`src/rtl/dds_sweep_ctrl.sv`:
```
// N-channel DDS tuning-word sweep generator (hold / saw / triangle / single-shot).
// Latency: control and config inputs take effect one clock after they are sampled.
// Backpressure: none; strobes are single-cycle and every output is registered.
//
// Ports:
//   clk, reset        DDS-domain clock, synchronous active-low reset
//   cfg_we/ch/sel/data  per-channel config write (0 f_min, 1 f_max, 2 f_step, 3 dwell, 4 mode)
//   start, stop, sync   per-channel start/stop pulses, global phase-coherent restart
//   freq, active, done  per-channel tuning word, running flag, single-shot completion pulse
//   cfg_err             pulse when a start is rejected because f_min > f_max
module dds_sweep_ctrl #(
   parameter int CH = 4,
   parameter int FW = 32,
   parameter int DW = 16
) (
   input  logic                                clk,
   input  logic                                reset,
   input  logic                                cfg_we,
   input  logic [((CH > 1) ? $clog2(CH) : 1)-1:0] cfg_ch,
   input  logic [2:0]                          cfg_sel,
   input  logic [FW-1:0]                       cfg_data,
   input  logic [CH-1:0]                       start,
   input  logic [CH-1:0]                       stop,
   input  logic                                sync,
   output logic [CH*FW-1:0]                    freq,
   output logic [CH-1:0]                       active,
   output logic [CH-1:0]                       done,
   output logic                                cfg_err
);

   localparam int CW = (CH > 1) ? $clog2(CH) : 1;
   // One extra bit so CH itself is representable when bounding cfg_ch.
   localparam logic [CW:0] CH_L = (CW+1)'(CH);

   localparam logic [1:0] M_HOLD = 2'd0;
   localparam logic [1:0] M_SAW  = 2'd1;
   localparam logic [1:0] M_TRI  = 2'd2;

   typedef enum logic [1:0] {
      IDLE = 2'd0,
      UP   = 2'd1,
      DOWN = 2'd2
   } state_t;

   logic          cfg_hit;
   logic [CH-1:0] err_req;

   assign cfg_hit = cfg_we && ({1'b0, cfg_ch} < CH_L);

   for (genvar k = 0; k < CH; k++) begin : g_ch
      logic [FW-1:0] f_min, f_max, f_step;
      logic [DW-1:0] dwell;
      logic [1:0]    mode;
      logic          wr;

      state_t        st_r, st_n;
      logic [FW-1:0] freq_r, freq_n;
      logic [DW-1:0] cnt_r, cnt_n;
      logic          done_r, done_n;

      logic [FW:0]   nxt_up, nxt_dn;
      logic          over, under, run, step_ev, bad_cfg;

      assign wr = cfg_hit && (cfg_ch == CW'(k));

      always_ff @(posedge clk) begin
         if (!reset) begin
            f_min  <= '0;
            f_max  <= '1;
            f_step <= FW'(1);
            dwell  <= '0;
            mode   <= M_HOLD;
         end else if (wr) begin
            case (cfg_sel)
               3'd0:    f_min  <= cfg_data;
               3'd1:    f_max  <= cfg_data;
               3'd2:    f_step <= cfg_data;
               3'd3:    dwell  <= cfg_data[DW-1:0];
               3'd4:    mode   <= cfg_data[1:0];
               default: ;
            endcase
         end
      end

      // FW+1 bit arithmetic: the top bit is the carry (up) or borrow (down).
      assign nxt_up  = {1'b0, freq_r} + {1'b0, f_step};
      assign nxt_dn  = {1'b0, freq_r} - {1'b0, f_step};
      assign over    = nxt_up[FW] || (nxt_up[FW-1:0] > f_max);
      assign under   = nxt_dn[FW] || (nxt_dn[FW-1:0] < f_min);
      assign run     = (st_r != IDLE);
      // >= rather than == so a live dwell reduction below the current count
      // steps immediately instead of waiting for the counter to wrap.
      assign step_ev = (cnt_r >= dwell);
      assign bad_cfg = (f_min > f_max);

      // A rejected start leaves the channel exactly as it was.
      assign err_req[k] = start[k] && !stop[k] && bad_cfg;

      always_comb begin
         st_n   = st_r;
         freq_n = freq_r;
         cnt_n  = cnt_r;
         done_n = 1'b0;
         if (stop[k]) begin
            st_n = IDLE;
         end else if (start[k]) begin
            if (!bad_cfg) begin
               st_n   = UP;
               freq_n = f_min;
               cnt_n  = '0;
            end
         end else if (sync && run) begin
            st_n   = UP;
            freq_n = f_min;
            cnt_n  = '0;
         end else if (run) begin
            if (mode == M_HOLD) begin
               freq_n = f_min;
               cnt_n  = '0;
            end else if (!step_ev) begin
               cnt_n = cnt_r + DW'(1);
            end else begin
               cnt_n = '0;
               case (mode)
                  M_SAW: begin
                     st_n   = UP;
                     freq_n = over ? f_min : nxt_up[FW-1:0];
                  end
                  M_TRI: begin
                     if (st_r == DOWN) begin
                        if (under) begin
                           freq_n = f_min;
                           st_n   = UP;
                        end else begin
                           freq_n = nxt_dn[FW-1:0];
                        end
                     end else begin
                        if (over) begin
                           freq_n = f_max;
                           st_n   = DOWN;
                        end else begin
                           freq_n = nxt_up[FW-1:0];
                        end
                     end
                  end
                  default: begin
                     // single-shot
                     if (over) begin
                        freq_n = f_max;
                        st_n   = IDLE;
                        done_n = 1'b1;
                     end else begin
                        freq_n = nxt_up[FW-1:0];
                        st_n   = UP;
                     end
                  end
               endcase
            end
         end
      end

      always_ff @(posedge clk) begin
         if (!reset) begin
            st_r   <= IDLE;
            freq_r <= '0;
            cnt_r  <= '0;
            done_r <= 1'b0;
         end else begin
            st_r   <= st_n;
            freq_r <= freq_n;
            cnt_r  <= cnt_n;
            done_r <= done_n;
         end
      end

      assign freq[k*FW +: FW] = freq_r;
      assign active[k]        = run;
      assign done[k]          = done_r;
   end

   always_ff @(posedge clk) begin
      if (!reset) begin
         cfg_err <= 1'b0;
      end else begin
         cfg_err <= |err_req;
      end
   end

endmodule

```
`config.mk`:
```
export PLATFORM = sky130hd
export DESIGN_NAME = dds_sweep_ctrl
export DESIGN_NICKNAME = d
export VERILOG_FILES = /design/src/rtl/dds_sweep_ctrl.sv
export SDC_FILE = /design/constraint.sdc
export NUM_CORES = 2
export LEC_CHECK = 0
export BUFFER_PORTS_ARGS = -buffer_cell sky130_fd_sc_hd__buf_2
export CAP_MARGIN = 10
export CELL_PAD_IN_SITES_DETAIL_PLACEMENT = 1
export CELL_PAD_IN_SITES_GLOBAL_PLACEMENT = 1
export CORE_AREA = 2 2 360 362
export DETAILED_ROUTE_END_ITERATION = 12
export DIE_AREA = 0 0 362 364
export GPL_TIMING_DRIVEN = 0
export PLACE_DENSITY_LB_ADDON = 0.2
export SYNTH_ARGS = -nofsm -noshare
export SYNTH_HDL_FRONTEND = slang
export SYNTH_SLANG_ARGS = --single-unit
```
`constraint.sdc`:
```
create_clock -name clk -period 5.1 [get_ports clk]
set_input_delay 0.255 -clock clk [delete_from_list [all_inputs] [get_ports clk]]
set_output_delay 0.255 -clock clk [all_outputs]
set_load 0.05 [all_outputs]
```
==> impl_metrics.toml <==
[place]
hpwlAfterDp_um = 200000
routabilityCongestion = 0.975
placed_cell_area_mm2 = 0.0582
post-place-cells = 9233
io_buffers = 167
pre_cts_ws_ps = -2320

[global_route]
antenna_found_initial = 26
grt_start_max_net_pins = 13
grt_pass1_vias = 59614
grt_pass1_wl_um = 381000
grtUsageTotal_pct = 38.1
grt.overflow.total = 0

[worst_setup_path]
crit_path_top_delay_cell = "a2111oi_4"
crit_fanout = 9
r2r_cells = 25
worst-path-stages = 25
crit_family = "compound AO/OA/AOI/OAI gates"
slowest_delay_ps = 450
crit_type = "flop to flop"
critPathLaunch = "g_ch[3].freq_r[5]"
timing.rr.end = "g_ch[3].freq_r[15]"
crit_arrival_ps = 6810
crit_path_end_kind = "flop"
worst-path-buf-inv = 5
worst-endpoint-required_ps = 5690
crit_end = "g_ch[3].freq_r[15]"
reg2reg_from = "g_ch[3].freq_r[5]"
crit_path_start_kind = "flop"
r2r_slack_ps = -1120

[cells_and_area]
syn_to_final_growth_pct = 22.6
instances_no_fill = 9599
fin_util_pct = 52.1
design_area_mm2 = 0.0669
drive_gt1_share_pct = 15.8
fin_nets = 8624

[timing]
finalHoldViolCount = 0
min_period_ps = 6220
slew_headroom_pct = -0.479
hold_slack_ps = 60.1
skew_ps = 24.6
max_freq_mhz = 161
rsz0062_at_grt = "yes"
timing.final.crit_share_pct = 122
setup_violations = 140
finalMaxSlewViolations = 1
worstMarginPinSlew_ps = 1490
fin_setup_tns_ps = -93320
worst_slack_ps = -1120

[job]
drv_cap = 1

[logic_synthesis]
ys_top_cells_by_area = "dfxtp_1 (24%), ha_1 (16%), nand2_1 (7.9%)"
yosysTopAreaCell = "dfxtp_1"
yosysSeqAreaShare_pct = 24.3
ys_ff_latch = 661
synth_nets = 8144
netlist_area_mm2 = 0.0546
synth_ff_type = "dfxtp_1"
synthTopCellsByCount = "nand2_1 (1146), a21oi_1 (790), ha_1 (716)"
syn_inst = 7371
synth_top_area_share_pct = 24.3
synth_most_common_cell = "nand2_1"
syn_avg_cell_area_um2 = 7.40
synth_edf_count = 0
yosysWarnings = 0
async_flop_share_pct = 0
synth_cell_types = 94

[detailed_routing]
antenna_left = 0
drc = 0
wire_per_inst_um = 28.0
met1_length_um = 108000
drt_iter0_drc = 5624
wl_met2_um = 120000
dr.pass1.iters = 8
top_layer_used = "met5"
vias_per_cell = 6.34
wirelength_um = 268000
vias = 60833
wl_met3_um = 21900

[clock_tree]
cts_tree = "done"
clkSlewWorstSetupHoldPaths_ps = 60
clk_path_buf_depth = 3
clock_latency_ps = 710
cts_buffers = 85
cts_sinks = 661
root_buffer = "clkbuf_16"
cts_htree_levels = 3

[floorplanning]
core_area_mm2 = 0.128
pin_count = 186
start_util_pct = 42.5
die_y_um = 364
die-area_mm2 = 0.132
num_rows = 132
die_x_um = 362

[power]
power-per-cell-area_mw_per_mm2 = 213
total_leakage_power_nw = 28.8
vdd_drop_max_uv = 223
power_mw = 14.2

[status]
violations = "capacitance limit, slew limit, setup timing"
status = "complete, but fails checks"

[hold_path]
hold_class = "input pin to flop"
==> cells in the final DEF, fill, tap and decap left out, types with 173 or more instances in the layout <==
master,count
o21ai_0,252
dfxtp_1,585
inv_1,626
buf_2,173
nor2_1,385
a21oi_1,759
o211ai_1,195
nand2_1,1137
ha_1,677
clkbuf_1,324
==> kinds of logic after synthesis <==
group	synth area share, %
AOI/OAI and AO/OA	27.1
xor gates and xnor gates	4.09
muxes	1.32
and+or+nand+nor	18.9
adders and majority gates	16.7
buffers and inverters	7.62
DFF	24.3
==> report_power, final <==
group          total [mW]  internal (mW)  switching, mW
combinational        2.52          0.889           1.63
sequential           5.27           5.20         0.0692
clock                6.45           3.74           2.70
==> timing repair <==
item	in CTS	in global routing
hold buffers	17	0
endpoints found under the hold margin	34	0
pin swaps	84	298
setup endpoints to repair	140	140
gates resized for setup	305	685
setup buffers	54	139
gates cloned	3	12
==> worst min-delay path by stage <==
| stage | slack (ps) | cells past startpoint | to | from |
|---|---|---|---|---|
| finish | 60 | 4 | g_ch[0].mode[1] | cfg_ch[1] |
| global route | 80 | 3 | g_ch[0].st_r[0] | stop[0] |
| CTS | 20 | 4 | g_ch[0].mode[1] | cfg_ch[1] |
| detailed placement | 450 | 2 | g_ch[2].dwell[15] | g_ch[2].dwell[15] |
| global placement | 440 | 2 | g_ch[2].dwell[7] | g_ch[2].dwell[7] |
| floorplan | 340 | 1 | g_ch[1].st_r[0] | stop[1] |
==> worst reg2reg max path: cells and delay by family (launching register included) <==
| family | cells | cell delay (ps) |
|---|---|---|
| compound gates | 12 | 2620 |
| simple gates | 5 | 1380 |
| buf+inv | 5 | 970 |
| fa+ha+maj | 2 | 610 |
| flops | 1 | 360 |
| xor+xnor | 1 | 160 |
==> state kept, by name, indices dropped and copies added, names as in the netlist <==
name,flops
g_ch.st_r,8
g_ch.done_r,4
g_ch.f_min,128
g_ch.f_max,128
g_ch.dwell,64
g_ch.f_step,128
g_ch.mode,8
g_ch.freq_r,128
cfg_err,1
g_ch.cnt_r,64
==> metal layers <==
layer / up-vias / track usage, %
li1: 27174 / -
met1: 29962 / 47.5
met2: 2784 / 61.5
met3: 893 / 6.83
met4: 20 / 22.9
met5: - / 0
==> area by class of cell <==
type | count | area [µm²]
fillers | 15666 | 61500
multi-input cells | 5627 | 40400
flip-flops and latches | 661 | 13400
repair buffers | 414 | 3510
clock buffers | 124 | 2540
inverters | 641 | 2420
plain buffers | 421 | 2200
well taps | 1675 | 2100
clock inverters | 27 | 307
diodes | 9 | 22.5
(Power assumes the default switching activity.)
